$ cat config.mk
export PLATFORM = sky130hd
export DESIGN_NAME = shared_resource_arbiter
export DESIGN_NICKNAME = d
export VERILOG_FILES = /design/src/rtl/shared_resource_arbiter.sv
export SDC_FILE = /design/constraint.sdc
export NUM_CORES = 1
export LEC_CHECK = 0
export CAP_MARGIN = 40
export CORE_ASPECT_RATIO = 0.7
export CORE_MARGIN = 2
export CORE_UTILIZATION = 50
export DETAILED_ROUTE_END_ITERATION = 7
export HOLD_SLACK_MARGIN = 0.05
export PLACE_DENSITY = 0.8
export SYNTH_ARGS = -nofsm -noshare
export SYNTH_HDL_FRONTEND = slang
export SYNTH_SLANG_ARGS = --single-unit
$ cat constraint.sdc
create_clock -name clk -period 7.9 [get_ports clk]
set_input_delay 1.58 -clock clk [delete_from_list [all_inputs] [get_ports clk]]
set_output_delay 1.58 -clock clk [all_outputs]
set_load 0.01 [all_outputs]
$ cat src/rtl/shared_resource_arbiter.sv
// Arbitrates N_REQ pipeline requesters onto one multi-cycle multiplier and returns the result.
// Macro ARB_ROUND_ROBIN_EN: round-robin selection from rr_ptr; undefined gives fixed priority.
module shared_resource_arbiter #(
    parameter int N_REQ   = 2,
    parameter int DATA_W  = 32,
    parameter int LATENCY = 3,
    parameter int TIMEOUT = 8
) (
    input  logic                    clk,
    input  logic                    reset,
    input  logic [N_REQ-1:0]        req,
    input  logic [N_REQ-1:0]        req_valid,
    input  logic [N_REQ*DATA_W-1:0] req_data,
    output logic [N_REQ-1:0]        grant,
    output logic [DATA_W-1:0]       rsp_data,
    output logic [N_REQ-1:0]        rsp_valid,
    output logic                    busy
);
    localparam int IDX_W  = (N_REQ > 1) ? $clog2(N_REQ) : 1;
    localparam int HALF_W = DATA_W / 2;
    localparam int TMR_W  = (TIMEOUT > 1) ? $clog2(TIMEOUT) : 1;
    localparam int LAT_W  = (LATENCY > 1) ? $clog2(LATENCY) : 1;

    localparam logic [TMR_W-1:0] TMR_LAST = TMR_W'(TIMEOUT - 1);
    localparam logic [LAT_W-1:0] LAT_LOAD = LAT_W'((LATENCY > 1) ? LATENCY - 2 : 0);

    typedef enum logic [1:0] {
        ST_IDLE,
        ST_GRANT,
        ST_BUSY,
        ST_RESP
    } state_t;

    state_t             state_reg,     state_next;
    logic [IDX_W-1:0]   winner_reg,    winner_next;
    logic [TMR_W-1:0]   timer_reg,     timer_next;
    logic [LAT_W-1:0]   lat_cnt_reg,   lat_cnt_next;
    logic [DATA_W-1:0]  op_reg,        op_next;
    logic [N_REQ-1:0]   grant_reg,     grant_next;
    logic [N_REQ-1:0]   rsp_valid_reg, rsp_valid_next;
    logic [DATA_W-1:0]  rsp_data_reg,  rsp_data_next;
    logic               busy_reg,      busy_next;
`ifdef ARB_ROUND_ROBIN_EN
    logic [IDX_W-1:0]   rr_ptr_reg,    rr_ptr_next;
`endif

    logic [DATA_W-1:0]  req_slice [N_REQ];
    logic               pick_found;
    logic [IDX_W-1:0]   pick_idx;
    logic [HALF_W-1:0]  op_hi;
    logic [HALF_W-1:0]  op_lo;
    logic [DATA_W-1:0]  product;

    genvar gi;
    generate
        for (gi = 0; gi < N_REQ; gi++) begin : g_slice
            assign req_slice[gi] = req_data[gi*DATA_W +: DATA_W];
        end
    endgenerate

    function automatic logic [N_REQ-1:0] onehot(input logic [IDX_W-1:0] idx);
        return N_REQ'(1) << idx;
    endfunction

`ifdef ARB_ROUND_ROBIN_EN
    function automatic logic [IDX_W-1:0] wrap_idx(input int base, input int ofs);
        int sum;
        sum = base + ofs;
        if (sum >= N_REQ) sum = sum - N_REQ;
        return IDX_W'(sum);
    endfunction

    function automatic logic [IDX_W-1:0] next_idx(input logic [IDX_W-1:0] idx);
        return (idx == IDX_W'(N_REQ - 1)) ? '0 : idx + 1'b1;
    endfunction
`endif

    // Winner selection: scan starts at rr_ptr (round-robin) or at index 0 (fixed priority).
    always_comb begin
        pick_found = 1'b0;
        pick_idx   = '0;
        for (int k = 0; k < N_REQ; k++) begin
`ifdef ARB_ROUND_ROBIN_EN
            if (!pick_found && req[wrap_idx(int'(rr_ptr_reg), k)]) begin
                pick_found = 1'b1;
                pick_idx   = wrap_idx(int'(rr_ptr_reg), k);
            end
`else
            if (!pick_found && req[k]) begin
                pick_found = 1'b1;
                pick_idx   = IDX_W'(k);
            end
`endif
        end
    end

    // The operand packs two half-width factors; the full-width product cannot overflow.
    assign op_hi   = op_reg[DATA_W-1:HALF_W];
    assign op_lo   = op_reg[HALF_W-1:0];
    assign product = DATA_W'(op_hi) * DATA_W'(op_lo);

    always_comb begin
        state_next     = state_reg;
        winner_next    = winner_reg;
        timer_next     = timer_reg;
        lat_cnt_next   = lat_cnt_reg;
        op_next        = op_reg;
        rsp_data_next  = rsp_data_reg;
        rsp_valid_next = '0;
`ifdef ARB_ROUND_ROBIN_EN
        rr_ptr_next    = rr_ptr_reg;
`endif
        case (state_reg)
            ST_IDLE: begin
                if (pick_found) begin
                    state_next  = ST_GRANT;
                    winner_next = pick_idx;
                    timer_next  = '0;
                end
            end
            ST_GRANT: begin
                if (req_valid[winner_reg]) begin
                    op_next      = req_slice[winner_reg];
                    lat_cnt_next = LAT_LOAD;
                    state_next   = (LATENCY > 1) ? ST_BUSY : ST_RESP;
                end else if (!req[winner_reg]) begin
                    // Withdrawn request: the pointer stays so the same requester keeps its turn.
                    state_next = ST_IDLE;
                end else if (timer_reg == TMR_LAST) begin
                    state_next = ST_IDLE;
`ifdef ARB_ROUND_ROBIN_EN
                    rr_ptr_next = next_idx(winner_reg);
`endif
                end else begin
                    timer_next = timer_reg + 1'b1;
                end
            end
            ST_BUSY: begin
                if (lat_cnt_reg == '0) begin
                    state_next = ST_RESP;
                end else begin
                    lat_cnt_next = lat_cnt_reg - 1'b1;
                end
            end
            ST_RESP: begin
                rsp_valid_next = onehot(winner_reg);
                rsp_data_next  = product;
                state_next     = ST_IDLE;
`ifdef ARB_ROUND_ROBIN_EN
                rr_ptr_next    = next_idx(winner_reg);
`endif
            end
            default: begin
                state_next = ST_IDLE;
            end
        endcase

        // Outputs are registered copies of the decoded next state.
        grant_next = (state_next == ST_GRANT) ? onehot(winner_next) : '0;
        busy_next  = (state_next != ST_IDLE);
    end

    always_ff @(posedge clk or posedge reset) begin
        if (reset) begin
            state_reg     <= ST_IDLE;
            winner_reg    <= '0;
            timer_reg     <= '0;
            lat_cnt_reg   <= '0;
            op_reg        <= '0;
            grant_reg     <= '0;
            rsp_valid_reg <= '0;
            rsp_data_reg  <= '0;
            busy_reg      <= 1'b0;
`ifdef ARB_ROUND_ROBIN_EN
            rr_ptr_reg    <= '0;
`endif
        end else begin
            state_reg     <= state_next;
            winner_reg    <= winner_next;
            timer_reg     <= timer_next;
            lat_cnt_reg   <= lat_cnt_next;
            op_reg        <= op_next;
            grant_reg     <= grant_next;
            rsp_valid_reg <= rsp_valid_next;
            rsp_data_reg  <= rsp_data_next;
            busy_reg      <= busy_next;
`ifdef ARB_ROUND_ROBIN_EN
            rr_ptr_reg    <= rr_ptr_next;
`endif
        end
    end

    assign grant     = grant_reg;
    assign rsp_valid = rsp_valid_reg;
    assign rsp_data  = rsp_data_reg;
    assign busy      = busy_reg;

endmodule

# ---- Yosys cells after proc, flatten, opt, wreduce, memory -nomap -nowiden
# Index checks and enable logic that the tools add are counted.
dict set report word_totals {
  word_cells 66
  register_bits 77
  input_bits 70
  out_inout_bits 37
  latchBits 0
  rom_bits 0
  mem_count 0
  mem_bits_rw 0
}
dict set report classes {
  n_shift 2
  n_mul 1
  n_lt_le_gt_ge 2
  n_eq_ne 11
  div 0
  n_bitwise 1
  n_mux 28
  n_reduce_logical 10
  n_addsub 2
}
# cell count
set ops {}
lappend ops {{$mux 32} 3}
lappend ops {{$mul 16x16->32} 1}
lappend ops {{$mux 2} 9}
lappend ops {{$mux 3} 4}
lappend ops {{$ne 2x2->1 const B} 6}
lappend ops {{$mux 1} 9}
lappend ops {{$pmux 2 s4} 1}
lappend ops {{$pmux 3 s2} 1}
lappend ops {{$reduce_bool 2->1} 3}
lappend ops {{$reduce_and 5->1} 1}
lappend ops {{$eq 2x1->1 const B} 2}
lappend ops {{$eq 2x2->1 const B} 2}
lappend ops {{$logic_not 2->1} 2}
lappend ops {{$pmux 2 s2} 1}
lappend ops {{$shl 1x1->2 const A} 2}
lappend ops {{$add 3x1->3 const B} 1}
lappend ops {{$eq 3x3->1 const B} 1}
lappend ops {{$reduce_and 3->1} 1}
lappend ops {{$ge 2x2->1 const B} 1}
lappend ops {{$lt 1x2->1 const B} 1}
lappend ops {{$not 1->2} 1}
lappend ops {{$reduce_and 2->1} 1}
lappend ops {{$sub 2x1->2 const B} 1}
lappend ops {{$logic_and 1x1->1} 1}
lappend ops {{$logic_not 1->1} 1}

# ---- Longest topological paths before layout
# Gate-level depths: netlist of the first run.
dict set report logic_depth {
  depth_word 8
  depth_mapped 25
  depth_no_buf 22
}

# ---- Least setup slack after synthesis of the first run
# No wires, ideal clock.
dict set report synth_timing {
  kind {flip-flop to flip-flop}
  from {register op_reg[1]}
  to {register rsp_data_reg[30], in the netlist rsp_data[30]}
  path_slack_ns 1.963
  setup_ns 0.129
  path_stages_with_launch 23
  arrival_ns 5.807
  required_time_ns 7.771
  path_cell_list {dfrtp_1 -> clkbuf_1 -> nand2_1 -> fa_1 -> fa_1 -> fa_1 -> inv_1 -> fa_1 -> fa_1 -> inv_1 -> fa_1 -> inv_1 -> ha_1 -> buf_2 -> a21o_1 -> a211oi_2 -> a2bb2oi_2 -> nand2_1 -> a21o_1 -> a221o_1 -> o21bai_1 -> xor2_1 -> o21ai_1}
}
dict set report synth_between {
  elab_chain_len 1
}
# element line
set synth_lines {}
lappend synth_lines {{from (decl)} 38} ;# logic [DATA_W-1:0] op_reg, op_next;
lappend synth_lines {{from (signal assigned)} 182} ;# op_reg <= op_next;
lappend synth_lines {{$mul 16x16->32} 100} ;# assign product = DATA_W'(op_hi) * DATA_W'(op_lo);
lappend synth_lines {{to (signal assigned)} 185} ;# rsp_data_reg <= rsp_data_next;
lappend synth_lines {{to (decl)} 41} ;# logic [DATA_W-1:0] rsp_data_reg, rsp_data_next;
# No other way between the ends.
# A chain may end at the register's enable or synchronous reset.

# ---- Worst setup path in the final report of the first run
dict set report layout_timing {
  from {register op_reg[7]}
  to {register rsp_data_reg[29], in the netlist rsp_data[29]}
}
# Same word-level chain as after synthesis.

==> insert_results.sql, run 1 <==
INSERT INTO impl_metrics (metric_group, metric, value, unit) VALUES
('status', 'run_status', 'complete, no violations', ''),
('logic_synthesis', 'synth_seq_area_share', '16.6', '%'),
('place', 'buffers_on_ports', '106', ''),
('place', 'dp_hpwl', '22100', 'um'),
('finish', 'number_of_antenna_cells_inserted', '0', ''),
('logic_synthesis', 'synthesis.nets', '1636', ''),
('routing', 'drtPass1Iterations', '8', ''),
('timing', 'worstMarginPinSlew', '0.840', 'ns'),
('setup_path', 'setup.worst_path.class', 'flop to flop', ''),
('routing', 'route.detailed.drc', '0', ''),
('clock_network', 'tritoncts_clock_tree', 'done', ''),
('grt', 'grt_first_pass_wirelength', '47800', 'um'),
('floorplanning', 'die_w', '186', 'um'),
('grt', 'antenna_found_initial', '0', ''),
('setup_path', 'rr_endpoint', 'rsp_data[29]', ''),
('routing', 'drt-wirelength-per-cell', '17.5', 'um'),
('clock_network', 'cts_hold_buffers', '0', ''),
('finish', 'finish.net_count', '1703', ''),
('place', 'gpl.final_weighted_congestion', '0.891', ''),
('logic_synthesis', 'yosys-top-cells-area', 'sky130_fd_sc_hd__fa_1, sky130_fd_sc_hd__dfrtp_1, sky130_fd_sc_hd__ha_1, sky130_fd_sc_hd__inv_1, sky130_fd_sc_hd__and2_1', ''),
('hold_path', 'hold_path_end', 'rsp_data[16]', ''),
('finish', 'count_of_filler_cells_inserted_in_the_layout', '1927', ''),
('setup_path', 'worstPathRequired', '8.14', 'ns'),
('logic_synthesis', 'ys.warnings.count', '0', ''),
('setup_path', 'critical_path.endpoint_type', 'flop', ''),
('logic_synthesis', 'ys_async_rst_share', '100', '%'),
('logic_synthesis', 'ys_ff_latch', '77', ''),
('clock_network', 'clk_latency', '0.36', 'ns'),
('run', 'max_cap_viol_count', '0', ''),
('hold_path', 'worst_hold_startpoint', 'rsp_data[16]', ''),
('floorplanning', 'die_h', '132', 'um'),
('floorplanning', 'floorplan.core_area', '22700', 'um2'),
('clock_network', 'cts.sink_count', '77', ''),
('setup_path', 'r2r.worst_path.cells', '22', ''),
('clock_network', 'cts-root-to-sink-buffers', '2', ''),
('grt', 'globalRouteTotalUtil', '24.7', '%'),
('logic_synthesis', 'number_of_synthesized_flops_with_an_enable_pin', '0', ''),
('logic_synthesis', 'syn_inst', '1265', ''),
('logic_synthesis', 'syn_area_per_cell', '9.20', 'um2'),
('floorplanning', 'placement_rows', '46', ''),
('setup_path', 'worst_ep_arrival', '6.90', 'ns'),
('timing', 'clock-skew-final', '0.0127', 'ns'),
('routing', 'dr.first_iter.drc_count', '563', ''),
('clock_network', 'postCtsSetupRepairBufs', '0', ''),
('clock_network', 'cts_made_buffers', '9', ''),
('logic_synthesis', 'yosysUniqueCellTypes', '51', ''),
('hold_path', 'whs_path_depth', '2', ''),
('timing', 'final.period_utilization', '84.4', '%'),
('routing', 'route.detailed.vias_per_inst', '5.40', ''),
('timing', 'setup-violations-final', '0', ''),
('floorplanning', 'dieArea', '24500', 'um2'),
('clock_network', 'postCtsResizedCells', '0', ''),
('timing', 'achievable-frequency', '150', 'MHz'),
('grt', 'number_of_global_route_vias_before_repair', '9410', ''),
('routing', 'postRouteWirelength', '28800', 'um'),
('setup_path', 'setup.worst_path.start_class', 'flop', ''),
('logic_synthesis', 'post_synth_instance_area', '11600', 'um2'),
('grt', 'congestion_overflow_gr', '0', ''),
('clock_network', 'htree_num_levels', '3', ''),
('finish', 'synthToLayoutAreaGrowth', '14.1', '%'),
('logic_synthesis', 'top_post_synthesis_cells_by_count', 'sky130_fd_sc_hd__inv_1, sky130_fd_sc_hd__fa_1, sky130_fd_sc_hd__nand2_1, sky130_fd_sc_hd__and2_1, sky130_fd_sc_hd__ha_1', ''),
('logic_synthesis', 'dominantRegCellSynth', 'sky130_fd_sc_hd__dfrtp_1', ''),
('clock_network', 'clkSlewWorstSetupHoldPaths', '0.07', 'ns'),
('grt', 'grt_max_degree', '68', ''),
('floorplanning', 'initial_core_util', '51.2', '%'),
('floorplanning', 'io_pins', '107', ''),
('finish', 'postLayoutCellArea', '13300', 'um2'),
('place', 'placed_cell_areas', '13000', 'um2'),
('timing', 'totalNegativeSetupSlack', '0', 'ns'),
('timing', 'unrepaired_setup_endpoints_after_global_routing', 'false', ''),
('timing', 'max_slew_margin', '44.0', '%');
-- layer usage --
layer / vias to the layer above / GRT usage, % / share of wire [%]
met2: 403 / 39.1 / 46
met4: 0 / 8.67 / 2.7
met5: - / 0 / 0
met1: 4427 / 33.8 / 43
met3: 56 / 5.21 / 8.8
li1: 4021 / - / -
-- kinds of logic (layout without fill, tap and decap cells) --
logic type                 count (synthesis)  after routing  synth area share [%]
AOI/OAI and AO/OA                        146            146                  8.07
and+or+nand+nor                          386            386                  15.7
DFF                                       77             77                  16.6
xor gates and xnor gates                  27             27                  2.03
buffers and inverters                    289            361                  9.34
muxes                                     39             39                  3.41
adders and majority gates                301            301                  44.9
-- layout by cell type (no fill, tap or decap), types with 3 or more instances in the layout --
cell	count
sky130_fd_sc_hd__inv_1	233
sky130_fd_sc_hd__fa_1	194
sky130_fd_sc_hd__nand2_1	180
sky130_fd_sc_hd__and2_1	125
sky130_fd_sc_hd__ha_1	107
sky130_fd_sc_hd__clkdlybuf4s50_1	106
sky130_fd_sc_hd__dfrtp_1	76
sky130_fd_sc_hd__a21oi_1	55
sky130_fd_sc_hd__nor2_1	48
sky130_fd_sc_hd__o21ai_0	35
sky130_fd_sc_hd__mux2i_1	34
sky130_fd_sc_hd__a21o_1	15
sky130_fd_sc_hd__xnor2_1	15
sky130_fd_sc_hd__xor2_1	12
sky130_fd_sc_hd__clkbuf_16	9
sky130_fd_sc_hd__nor3_1	7
sky130_fd_sc_hd__and3_1	7
sky130_fd_sc_hd__nand3_1	6
sky130_fd_sc_hd__mux2_2	5
sky130_fd_sc_hd__o21bai_1	4
sky130_fd_sc_hd__or2_2	4
sky130_fd_sc_hd__nand2b_1	3
sky130_fd_sc_hd__a21oi_2	3
sky130_fd_sc_hd__a31oi_1	3
sky130_fd_sc_hd__o31ai_1	3
sky130_fd_sc_hd__o21ai_1	3
-- worst max-delay path: stages, from the launching register on --
cell and delay, ns:
sky130_fd_sc_hd__dfrtp_1 0.85, sky130_fd_sc_hd__nand2_1 0.18, sky130_fd_sc_hd__fa_1 0.59, sky130_fd_sc_hd__inv_1 0.06, sky130_fd_sc_hd__fa_1 0.49, sky130_fd_sc_hd__inv_1 0.05
sky130_fd_sc_hd__fa_1 0.52, sky130_fd_sc_hd__inv_1 0.05, sky130_fd_sc_hd__fa_1 0.46, sky130_fd_sc_hd__fa_1 0.50, sky130_fd_sc_hd__inv_1 0.05, sky130_fd_sc_hd__fa_1 0.47
sky130_fd_sc_hd__inv_1 0.04, sky130_fd_sc_hd__ha_1 0.36, sky130_fd_sc_hd__a21oi_1 0.22, sky130_fd_sc_hd__o21bai_1 0.08, sky130_fd_sc_hd__a21oi_1 0.24, sky130_fd_sc_hd__o21ai_0 0.28
sky130_fd_sc_hd__o31ai_4 0.44, sky130_fd_sc_hd__o211ai_1 0.16, sky130_fd_sc_hd__a21oi_1 0.19, sky130_fd_sc_hd__xor2_1 0.16, sky130_fd_sc_hd__o21ai_0 0.08
-- worst max-delay path by stage --
stage,startpoint,endpoint,slack [ns],depth (start not counted)
2_1_floorplan,op_reg[1],rsp_data[30],1.96,22
3_5_place_dp,op_reg[7],rsp_data[29],1.38,22
4_1_cts,op_reg[7],rsp_data[29],1.33,22
3_3_place_gp,op_reg[24],rsp_data[19],1.45,21
6_report,op_reg[7],rsp_data[29],1.23,22
5_1_grt,op_reg[7],rsp_data[29],0.99,22
-- per-stage QoR --
step,utilization [%],std cells,worst slack [ns]
after CTS,58.4,1649,1.33
final,58.4,1649,1.23
after floorplan,-,1265,1.96
after global routing,58.4,1649,0.991
after global placement,56.8,1630,1.45
after detailed placement,57.1,1633,1.38
-- layout make-up --
cell class / instances / area [um2] / area share (%)
sequential: 77 / 1930 / 14.5
inverter: 234 / 880 / 6.63
timing repair buffer: 111 / 1140 / 8.62
tap: 312 / 390 / 2.94
clock inverter: 6 / 70.1 / 0.528
multi-input combinational: 899 / 8630 / 65.0
clock buffer: 10 / 229 / 1.73
Power of run 1 is left out: the tool's default activity adds up to more than one toggle a clock period on the data nets, which glitch-free logic cannot reach.
==> run 2: changes to the inputs <==
--- a/config.mk
+++ b/config.mk
@@ -11,7 +11,7 @@
 export CORE_UTILIZATION = 50
 export DETAILED_ROUTE_END_ITERATION = 7
 export HOLD_SLACK_MARGIN = 0.05
-export PLACE_DENSITY = 0.8
+export PLACE_DENSITY = 0.83
 export SYNTH_ARGS = -nofsm -noshare
 export SYNTH_HDL_FRONTEND = slang
 export SYNTH_SLANG_ARGS = --single-unit
==> constraint.sdc (replaced) <==
create_clock -name clk -period 6.1 [get_ports clk]
set_input_delay 1.22 -clock clk [delete_from_list [all_inputs] [get_ports clk]]
set_output_delay 1.22 -clock clk [all_outputs]
set_load 0.01 [all_outputs]
==> insert_results.sql, run 2 (synthesized netlist as in run 1, its figures left out) <==
INSERT INTO impl_metrics (metric_group, metric, value, unit) VALUES
('status', 'run_status', 'complete, no violations', ''),
('grt', 'number_of_global_route_vias_before_repair', '9857', ''),
('timing', 'achievable-frequency', '166', 'MHz'),
('finish', 'finish.net_count', '1775', ''),
('timing', 'post-route-worst-setup-slack', '0.0823', 'ns'),
('run', 'max_cap_viol_count', '0', ''),
('place', 'buffers_on_ports', '106', ''),
('routing', 'drtPass1Iterations', '5', ''),
('floorplanning', 'die_w', '186', 'um'),
('routing', 'dr.first_iter.drc_count', '689', ''),
('setup_path', 'timing.critical_path.fanout_max', '7', ''),
('timing', 'final.period_utilization', '98.7', '%'),
('clock_network', 'cts-root-to-sink-buffers', '2', ''),
('floorplanning', 'initial_core_util', '51.2', '%'),
('finish', 'count_of_filler_cells_inserted_in_the_layout', '1760', ''),
('routing', 'drt-wirelength-per-cell', '18.0', 'um'),
('floorplanning', 'placement_rows', '46', ''),
('finish', 'synthToLayoutAreaGrowth', '20.2', '%'),
('finish', 'sequential_cell_area', '1950', 'um2'),
('place', 'dp_hpwl', '24200', 'um'),
('floorplanning', 'die_h', '132', 'um'),
('grt', 'antenna_found_initial', '1', ''),
('routing', 'ant_nets', '0', ''),
('timing', 'slew_viol_final', '0', ''),
('setup_path', 'critical_path.endpoint_type', 'flop', ''),
('clock_network', 'cts.sink_count', '77', ''),
('timing', 'totalNegativeSetupSlack', '0', 'ns'),
('place', 'placedCellCount', '1692', ''),
('finish', 'multiInputGateArea', '8770', 'um2'),
('floorplanning', 'floorplan.core_area', '22700', 'um2'),
('clock_network', 'clk_latency', '0.37', 'ns'),
('clock_network', 'htree_num_levels', '3', ''),
('timing', 'setup-violations-final', '0', ''),
('floorplanning', 'io_pins', '107', ''),
('routing', 'route.detailed.vias_per_inst', '5.38', ''),
('timing', 'worstMarginPinSlew', '0.809', 'ns'),
('finish', 'number_of_antenna_cells_inserted', '0', ''),
('finish', 'final_common_cell', 'sky130_fd_sc_hd__inv_1', ''),
('place', 'gpl.final_weighted_congestion', '0.901', ''),
('timing', 'finalHoldViolCount', '0', ''),
('finish', 'stdcell_count', '1721', ''),
('grt', 'grt_first_pass_wirelength', '49500', 'um'),
('clock_network', 'clkSlewWorstSetupHoldPaths', '0.08', 'ns'),
('hold_path', 'hold_path.class', 'flop to flop', ''),
('routing', 'num_vias', '9253', ''),
('place', 'dpl_worst_slack', '-0.0941', 'ns'),
('setup_path', 'worstPathRequired', '6.34', 'ns'),
('grt', 'grt_max_degree', '68', ''),
('routing', 'route.detailed.drc', '0', ''),
('clock_network', 'cts_hold_buffers', '0', ''),
('clock_network', 'clockRootBuffer', 'sky130_fd_sc_hd__clkbuf_16', ''),
('timing', 'max_slew_margin', '46.1', '%'),
('setup_path', 'setup.worst_path.class', 'flop to flop', ''),
('grt', 'globalRouteTotalUtil', '25.6', '%'),
('finish', 'post_route_cells_drive_above_1_share', '11.5', '%'),
('setup_path', 'worst_ep_arrival', '6.26', 'ns'),
('routing', 'postRouteWirelength', '31000', 'um'),
('clock_network', 'cts_made_buffers', '9', ''),
('floorplanning', 'dieArea', '24500', 'um2'),
('setup_path', 'setup.worst_path.start_class', 'flop', ''),
('clock_network', 'tritoncts_clock_tree', 'done', ''),
('timing', 'clock-skew-final', '0.0157', 'ns'),
('grt', 'congestion_overflow_gr', '0', ''),
('timing', 'final_period_minus_worst_setup_slack', '6.02', 'ns'),
('finish', 'mostFrequentLayoutCells', 'sky130_fd_sc_hd__inv_1, sky130_fd_sc_hd__fa_1, sky130_fd_sc_hd__nand2_1', '');
run 2: layer usage:
layer	wire, um	vias up	track usage [%]
li1	-	4165	-
met2	14400	437	41.6
met1	12700	4573	33.7
met4	960	2	7.38
met3	2880	76	6.97
met5	11	-	0
run 2: area by class of cell:
class,instances,share of cell area [%]
Multi-Input combinational cell,899,62.7
Sequential cell,77,14.0
Timing Repair Buffer,183,12.2
Inverter,234,6.29
Tap cell,312,2.79
Clock buffer,10,1.64
Clock inverter,6,0.394
run 2: path summary, 6_finish.rpt:
path / from / end / depth (start not counted) / slack (ns)
worst min-delay path: rsp_data[13] / rsp_data[13] / 2 / 0.48
max in group asynchronous: reset / op_reg[26] / 3 / 3.81
worst max register to register: op_reg[4] / rsp_data[31] / 23 / 0.08
worst min register to register: rsp_data[13] / rsp_data[13] / 2 / 0.48
worst max-delay path: op_reg[4] / rsp_data[31] / 23 / 0.08
min in group asynchronous: reset / rsp_data[0] / 2 / 1.12
run 2: through the flow:
stage               hold WS [ns]  cell area, um2  utilization (%)
CTS                        0.481           13700             60.2
global placement           0.459           13400             58.8
global route               0.514           14000             61.5
detailed placement         0.466           13400             58.9
finish                     0.477           14000             61.5
floorplan                  0.445           11600                -
run 2: worst max-delay path, stage by stage, from the launching register on:
cell and delay (ns):
sky130_fd_sc_hd__dfrtp_2 0.47, sky130_fd_sc_hd__buf_4 0.19, sky130_fd_sc_hd__and2_1 0.16, sky130_fd_sc_hd__fa_1 0.54, sky130_fd_sc_hd__inv_1 0.05, sky130_fd_sc_hd__fa_1 0.46
sky130_fd_sc_hd__fa_1 0.52, sky130_fd_sc_hd__inv_1 0.07, sky130_fd_sc_hd__fa_1 0.54, sky130_fd_sc_hd__fa_1 0.51, sky130_fd_sc_hd__inv_1 0.05, sky130_fd_sc_hd__fa_1 0.49
sky130_fd_sc_hd__inv_1 0.07, sky130_fd_sc_hd__ha_4 0.30, sky130_fd_sc_hd__and3_4 0.22, sky130_fd_sc_hd__nand2_4 0.08, sky130_fd_sc_hd__nor2_4 0.10, sky130_fd_sc_hd__o311a_4 0.25
sky130_fd_sc_hd__o31ai_4 0.08, sky130_fd_sc_hd__buf_4 0.16, sky130_fd_sc_hd__o211ai_2 0.18, sky130_fd_sc_hd__a31oi_2 0.12, sky130_fd_sc_hd__xnor2_1 0.20, sky130_fd_sc_hd__o21ai_1 0.08
run 2: what timing repair did:
item,4_1_cts,5_1_grt
pin swaps,1,19
resized for setup,8,51
setup endpoints to repair,8,13
buffers inserted,0,13
gates cloned,0,0
Power of run 2 is left out for the same reason.
==> run 3: changes to the inputs <==
--- a/config.mk
+++ b/config.mk
@@ -10,8 +10,10 @@
 export CORE_MARGIN = 2
 export CORE_UTILIZATION = 50
 export DETAILED_ROUTE_END_ITERATION = 7
+export GPL_ROUTABILITY_DRIVEN = 1
 export HOLD_SLACK_MARGIN = 0.05
 export PLACE_DENSITY = 0.83
 export SYNTH_ARGS = -nofsm -noshare
 export SYNTH_HDL_FRONTEND = slang
 export SYNTH_SLANG_ARGS = --single-unit
+export TNS_END_PERCENT = 20
==> results of run 3 <==
Same layout as run 2: the final DEF is identical, and so are final timing and power.
Power of run 3 is left out for the same reason.
